--- config.mk ---
export PLATFORM = sky130hd
export DESIGN_NAME = gray_counter_param
export DESIGN_NICKNAME = d
export VERILOG_FILES = /design/src/rtl/gray_counter_param_pkg.sv /design/src/rtl/gray_counter_param_to_bin.sv /design/src/rtl/gray_counter_param.sv
export SDC_FILE = /design/constraint.sdc
export NUM_CORES = 1
export LEC_CHECK = 0
export CAP_MARGIN = 40
export CORE_AREA = 2 2 42 44
export DETAILED_ROUTE_END_ITERATION = 8
export DIE_AREA = 0 0 44 46
export GPL_TIMING_DRIVEN = 0
export PLACE_DENSITY = 0.71
export SLEW_MARGIN = 20
export SYNTH_ARGS = -nofsm -noshare
export SYNTH_HDL_FRONTEND = slang
export SYNTH_SLANG_ARGS = --single-unit
--- constraint.sdc ---
create_clock -name clk -period 2.7 [get_ports clk]
set_clock_uncertainty 0.1 [all_clocks]
set_input_delay 0.675 -clock clk [delete_from_list [all_inputs] [get_ports clk]]
set_output_delay 0.675 -clock clk [all_outputs]
set_load 0.01 [all_outputs]
--- src/rtl/gray_counter_param_pkg.sv ---
// Shared definitions for the parametrised Gray counter: direction and boundary-mode
// constants, the next-state operation type and Gray/binary helper functions.
package gray_counter_param_pkg;

  localparam logic DIR_UP   = 1'b1;
  localparam logic DIR_DOWN = 1'b0;

  localparam int MODE_WRAP = 1;
  localparam int MODE_SAT  = 0;

  typedef enum logic [1:0] {
    OP_HOLD = 2'd0,
    OP_LOAD = 2'd1,
    OP_STEP = 2'd2
  } step_op_e;

  function automatic logic [31:0] bin2gray(input logic [31:0] b);
    return b ^ (b >> 1);
  endfunction

  // Each binary bit is the XOR of all Gray bits at or above it.
  function automatic logic [31:0] gray2bin(input logic [31:0] g);
    logic [31:0] b;
    b[31] = g[31];
    for (int i = 30; i >= 0; i--) begin
      b[i] = b[i+1] ^ g[i];
    end
    return b;
  endfunction

endpackage

--- src/rtl/gray_counter_param_to_bin.sv ---
// Combinational Gray-to-binary converter built as an XOR prefix from the MSB down.
module gray_to_bin #(
  parameter int WIDTH = 5
) (
  input  logic [WIDTH-1:0] gray,
  output logic [WIDTH-1:0] bin
);

  for (genvar i = 0; i < WIDTH; i++) begin : g_prefix
    assign bin[i] = ^gray[WIDTH-1:i];
  end

endmodule

--- src/rtl/gray_counter_param.sv ---
// Parametrised up/down Gray counter with synchronous load, wrap or saturate at the
// boundaries, a registered binary shadow and a one-cycle terminal-count flag.
module gray_counter_param
  import gray_counter_param_pkg::*;
#(
  parameter int WIDTH = 5,
  parameter int WRAP  = 1
) (
  input  logic             clk,
  input  logic             reset_L,
  input  logic             enable,
  input  logic             up_down,
  input  logic             load,
  input  logic [WIDTH-1:0] load_value,
  output logic [WIDTH-1:0] salida_gray,
  output logic [WIDTH-1:0] salida_bin,
  output logic             tc
);

  if (WIDTH < 2 || WIDTH > 32) begin : g_bad_width
    $error("gray_counter_param: WIDTH must be in 2..32");
  end
  if (WRAP != MODE_WRAP && WRAP != MODE_SAT) begin : g_bad_mode
    $error("gray_counter_param: WRAP must be 0 or 1");
  end

  localparam logic [WIDTH-1:0] MAX_COUNT = '1;

  step_op_e         op;
  logic             at_boundary;
  logic             step_blocked;
  logic [WIDTH-1:0] bin_next;
  logic [WIDTH-1:0] gray_next;
  logic             tc_next;
  logic [WIDTH-1:0] bin_check;

  always_comb begin
    op = OP_HOLD;
    if (load) begin
      op = OP_LOAD;
    end else if (enable) begin
      op = OP_STEP;
    end
  end

  // The boundary depends on the direction requested on this very edge.
  always_comb begin
    at_boundary  = (up_down == DIR_UP) ? (salida_bin == MAX_COUNT)
                                       : (salida_bin == '0);
    step_blocked = at_boundary && (WRAP != MODE_WRAP);
  end

  always_comb begin
    bin_next = salida_bin;
    tc_next  = 1'b0;
    case (op)
      OP_LOAD: begin
        bin_next = load_value;
      end
      OP_STEP: begin
        tc_next = at_boundary;
        if (!step_blocked) begin
          if (up_down == DIR_UP) begin
            bin_next = salida_bin + 1'b1;
          end else begin
            bin_next = salida_bin - 1'b1;
          end
        end
      end
      default: begin
        bin_next = salida_bin;
      end
    endcase
  end

  // Gray comes from the next binary value so both outputs are plain registers.
  assign gray_next = WIDTH'(bin2gray(32'(bin_next)));

  always_ff @(posedge clk) begin
    if (!reset_L) begin
      salida_bin  <= '0;
      salida_gray <= '0;
      tc          <= 1'b0;
    end else begin
      salida_bin  <= bin_next;
      salida_gray <= gray_next;
      tc          <= tc_next;
    end
  end

  gray_to_bin #(.WIDTH(WIDTH)) u_self_check (
    .gray (salida_gray),
    .bin  (bin_check)
  );

  a_shadow_consistent: assert property (@(posedge clk) disable iff (!reset_L)
                                        bin_check == salida_bin);

endmodule

Word-level counts from Yosys, hierarchy flattened. Cells that the tools add are included.

Bits in registers: 11. Latch bits: 0. Memory bits (writable): 0. ROM bits: 0. Input port bits: 10. Memories: 0.

Add/sub/neg operators: 2. Multiply operators: 0. Divide/modulo/power cells: 0. Order comparisons: 0. Equality and inequality tests: 3. Shift-type cells: 0. Muxes and demuxes: 5. Bitwise operators: 1. Reductions and logical operators: 2.

Operators by type and width (number): case mux 5 bit (2 select lines) (1); adder 5 x 1 -> 5 bit, second input constant (1); equality test 5 bit, second input constant (1); zero test 5 bit (1); 2-to-1 mux 5 bit (1); subtractor 5 x 1 -> 5 bit, second input constant (1); bitwise XOR 5 x 4 -> 5 bit (1); 2-to-1 mux 2 bit (2); equality test 2 x 1 -> 1 bit, second input constant (1); equality test 2 bit, second input constant (1); AND reduction 2 bit (1); 2-to-1 mux 1 bit (1).

Longest topological paths before layout.
Depth after elaboration: 5. Gate-level depth with buffers: 7.

Least setup slack after synthesis. OpenSTA, ideal clock, no wires.

Kind: input-to-reg. From: input port up_down. To: register salida_gray[3]. Setup time: 115 ps. Arrival: 2080 ps. Path slack: 406 ps. Stages on the path: 7. Buffers on the path: 0. Cells stage by stage: inv_1 > ha_1 > a21oi_1 > a2111oi_0 > nor3_2 > xor2_1 > and2_1.

Longest elaborated chain between the ends: 3.

Ends and longest elaborated chain: start: declaration (RTL line gray_counter_param.sv:12) `input logic up_down,`; 2-to-1 mux 5 bit (RTL line gray_counter_param.sv:63) `if (up_down == DIR_UP) begin`; case mux 5 bit (2 select lines) (RTL line gray_counter_param.sv:56) `case (op)`; bitwise XOR 5 x 4 -> 5 bit (RTL line gray_counter_param_pkg.sv:18) `return b ^ (b >> 1);`; end signal: assignment (RTL line gray_counter_param.sv:86) `salida_gray <= gray_next;`; end: declaration (RTL line gray_counter_param.sv:15) `output logic [WIDTH-1:0] salida_gray,`.

Every way passes these cells. A chain may end at the register's enable or synchronous reset.

Worst setup path after layout. Ends and elaborated chain as after synthesis.

==> reports/summary.txt <==
CTS
-------------------------------------------------------------------------------------
Clock root cell ........................................................ sky130_fd_sc_hd__clkbuf_4
Post-CTS setup repair buffer count .....................................            0
Clock insertion delay at the later pin of the skew report ..............      0.26 ns
Count of H-tree levels built during CTS ................................            1
Maximum count of clock buffers along a single path .....................            2
Clock Sinks ............................................................           10
Number of buffers inserted for hold repair after clock tree synthesis ..            0
Clock-pin slew of the registers on the worst-case setup and hold paths .      0.06 ns
CTS buffer count .......................................................            3
Clock tree from TritonCTS ..............................................         done

SYNTH
-------------------------------------------------------------------------------------
Post-synthesis instance area ...........................................    630.6 um2
Share of synthesized area occupied by flip-flops and latches ...........       31.75%
Cell taking the most area after synthesis .............................. sky130_fd_sc_hd__dfxtp_1
Synthesized net count ..................................................           81
Leading cell types by total area after synthesis ....................... sky130_fd_sc_hd__dfxtp_1, sky130_fd_sc_hd__ha_1, sky130_fd_sc_hd__and2_1, sky130_fd_sc_hd__xnor2_1, sky130_fd_sc_hd__xor2_1
Synth unique cells .....................................................           34
Share of the synthesized area in the top cell type .....................       31.75%
Yosys synthesis warning count ..........................................            0
Number of storage elements in the synthesis netlist ....................           10
Post-Syn Area per Cell .................................................    9.412 um2
Synth Instances ........................................................           67

STA
-------------------------------------------------------------------------------------
Worst Tran Pin Value ...................................................    0.4190 ns
Clock period minus worst slack .........................................     2.509 ns
Final hold vios ........................................................            0
Max-slew headroom ......................................................       71.77%
Final period util ......................................................       92.94%
Timing-limited maximum frequency .......................................    398.5 MHz
Worst hold slack after final layout ....................................    0.5676 ns
RSZ-0062 raised after global routing ...................................           no
# setup viols final ....................................................            0
Max-slew violation total from the final report .........................            0

GLOBAL ROUTE
-------------------------------------------------------------------------------------
Number of global-route vias before repair ..............................          531
Overall routing resource usage .........................................       15.37%
Largest net degree at the start of global routing ......................           11
Antenna violations before repair .......................................            0
Grt total ovfl .........................................................            0
First-pass GRT wire length .............................................      2242 um

FINISH
-------------------------------------------------------------------------------------
ANT cells ..............................................................            0
Count of nets after finishing ..........................................          105
Share of cells above drive strength 1 ..................................       12.36%
Final instance area ....................................................    869.6 um2
Final Util .............................................................       53.88%
Most frequent standard cell in the layout excluding fill and tap cells . sky130_fd_sc_hd__clkdlybuf4s50_1
Synthesis-to-finish area growth ........................................       37.90%
Highest-count cells in the layout ignoring fill and taps ............... sky130_fd_sc_hd__clkdlybuf4s50_1, sky130_fd_sc_hd__dfxtp_1, sky130_fd_sc_hd__and2_1, sky130_fd_sc_hd__a21oi_1

FLOORPLAN
-------------------------------------------------------------------------------------
Die Span Y .............................................................        46 um
Placement Rows .........................................................           15
Overall die width ......................................................        44 um
Initial Util ...........................................................       39.07%
Placeable core region .................................................. 0.001614 mm2
Die Area ............................................................... 0.002024 mm2
Top-level I/O count ....................................................           21

MIN PATH
-------------------------------------------------------------------------------------
Hold Path Stages .......................................................            3
Startpoint of the most critical hold path ..............................       enable
Endpoint with the worst hold slack .....................................           tc
Min-delay worst type ...................................................    in -> reg

DETAILED ROUTING
-------------------------------------------------------------------------------------
Post-detailed-route DRC marker count ...................................            0
Vias ...................................................................          583
DRT Wirelength .........................................................      1378 um
First-pass iteration count of the detailed router ......................            4
Via density per instance ...............................................        5.500
Routed len/inst ........................................................     13.00 um
First DRT Iteration DRCs ...............................................           19
Remaining antenna violation count after routing ........................            0

CRITICAL PATH
-------------------------------------------------------------------------------------
Reg2reg end ............................................................ salida_gray[3]
Cell chain of the critical path ........................................ dlygate4sd2_1 > inv_1 > fa_1 > a21o_1 > a221oi_2 > nor3_1 > xor2_1 > and2_1
Critical Path Max Stage Delay ..........................................      0.49 ns
Length in cells of the worst reg-to-reg path ...........................            6
Data required, critical path ...........................................      2.76 ns
Crit path DAT ..........................................................      2.57 ns
Launching point of the worst reg2reg path .............................. salida_bin[0]
Type of the setup path with the least slack ............................    in -> reg
Worst Setup End Kind ...................................................    flip-flop
Max stage delay cell, worst path ....................................... sky130_fd_sc_hd__fa_1
Highest fanout seen on the critical path ...............................            7
Internal reg-to-reg setup slack ........................................      0.71 ns
Category of the worst setup path launch point ..........................   input port

PLACEMENT
-------------------------------------------------------------------------------------
Cell Area, Placed ......................................................    842.1 um2
Input/output buffers ...................................................           19
Routability Congestion .................................................       0.6853

POWER AND IR DROP
-------------------------------------------------------------------------------------
Final Power ............................................................    0.4132 mW
Power Density .......................................................... 475.2 mW/mm2
VDD IR-drop max ........................................................     356.4 uV
Leakage Power ..........................................................    0.3568 nW

JOB
-------------------------------------------------------------------------------------
Max_cap viols ..........................................................            0

OUTCOME
-------------------------------------------------------------------------------------
Outcome ................................................................ finished clean

==> critical path, delay by kind of cell <==
kind,cells,cell delay (ns)
xor gates and xnor gates,1,0.16
AOI/OAI and AO/OA,2,0.49
buffers and inverters,2,0.47
and+or+nand+nor,2,0.27
adders and majority gates,1,0.49
==> sequential cells by signal, indices dropped and copies added, names as in the netlist <==
name / count
salida_bin: 4
salida_gray: 5
tc: 1
==> power breakdown <==
part	switching (mW)	internal (mW)
sequential	0.0129	0.163
clock	0.0460	0.0512
combinational	0.0597	0.0802
total	0.119	0.295
==> layout make-up <==
| class | count | area (um2) |
|---|---|---|
| timing repair buffer | 19 | 188.9 |
| inverter | 2 | 7.507 |
| clock buffer | 3 | 22.52 |
| fill | 154 | 744.5 |
| buffer | 3 | 23.77 |
| multi-input combinational | 52 | 405.4 |
| sequential | 10 | 200.2 |
| tap | 17 | 21.27 |
==> Yosys cell counts <==
master	instances
sky130_fd_sc_hd__xor2_1	3
sky130_fd_sc_hd__and2b_2	1
sky130_fd_sc_hd__nor4bb_1	1
sky130_fd_sc_hd__nor2_1	3
sky130_fd_sc_hd__and3_1	1
sky130_fd_sc_hd__nor3_1	3
sky130_fd_sc_hd__a22o_1	2
sky130_fd_sc_hd__nor3b_1	1
sky130_fd_sc_hd__nand3_1	2
sky130_fd_sc_hd__and4_1	1
sky130_fd_sc_hd__nand2_1	2
sky130_fd_sc_hd__xnor2_1	3
sky130_fd_sc_hd__nor2b_1	3
sky130_fd_sc_hd__o21ai_0	1
sky130_fd_sc_hd__inv_1	2
sky130_fd_sc_hd__a21o_1	1
sky130_fd_sc_hd__a2bb2oi_1	1
sky130_fd_sc_hd__a2111oi_0	1
sky130_fd_sc_hd__a221oi_2	1
sky130_fd_sc_hd__dfxtp_1	10
sky130_fd_sc_hd__a31oi_1	1
sky130_fd_sc_hd__buf_4	1
sky130_fd_sc_hd__buf_2	1
sky130_fd_sc_hd__mux2i_1	2
sky130_fd_sc_hd__or4_1	1
sky130_fd_sc_hd__nand3b_1	1
sky130_fd_sc_hd__fa_1	1
sky130_fd_sc_hd__nor3_2	1
sky130_fd_sc_hd__ha_1	3
sky130_fd_sc_hd__buf_6	1
sky130_fd_sc_hd__and3b_2	1
sky130_fd_sc_hd__or4b_1	1
sky130_fd_sc_hd__a21oi_1	4
sky130_fd_sc_hd__and2_1	5
==> cell families after synthesis <==
| group | after synthesis | share of synthesized area (%) |
|---|---|---|
| and+or+nand+nor | 28 | 28.57 |
| AOI/OAI and AO/OA | 12 | 14.09 |
| DFF | 10 | 31.75 |
| xor gates and xnor gates | 6 | 8.335 |
| buffers and inverters | 5 | 4.960 |
| adders and majority gates | 4 | 9.128 |
| muxes | 2 | 3.175 |
==> metal layers <==
metal / track usage [%] / share of wire (%) / up-vias
met4: 3.636 / 1.0 / 0
met2: 24.71 / 47 / 28
li1: - / - / 285
met1: 18.66 / 44 / 268
met3: 7.143 / 7.8 / 2
met5: 0 / 0 / -
==> how the worst max path moves through the flow <==
| stage | start | end |
|---|---|---|
| 5_1_grt | up_down | salida_gray[3] |
| 4_1_cts | up_down | salida_gray[3] |
| 2_1_floorplan | up_down | salida_gray[3] |
| 6_report | up_down | salida_gray[3] |
| 3_3_place_gp | up_down | salida_gray[3] |
| 3_5_place_dp | up_down | salida_gray[3] |
==> metrics by stage <==
step	TNS, ns	worst slack, ns	cells
final	0	0.1906	106
after global routing	0	0.03547	106
after CTS	0	0.1890	106
after detailed placement	-2.251	-0.5389	103
after global placement	-1.825	-0.4079	103
after floorplan	0	0.4056	67
==> repair_timing <==
item,4_1_cts,5_1_grt
endpoints found under the hold margin,0,0
gates resized for setup,3,0
setup endpoints to repair,4,0
Power figures use the tool's default switching activity.
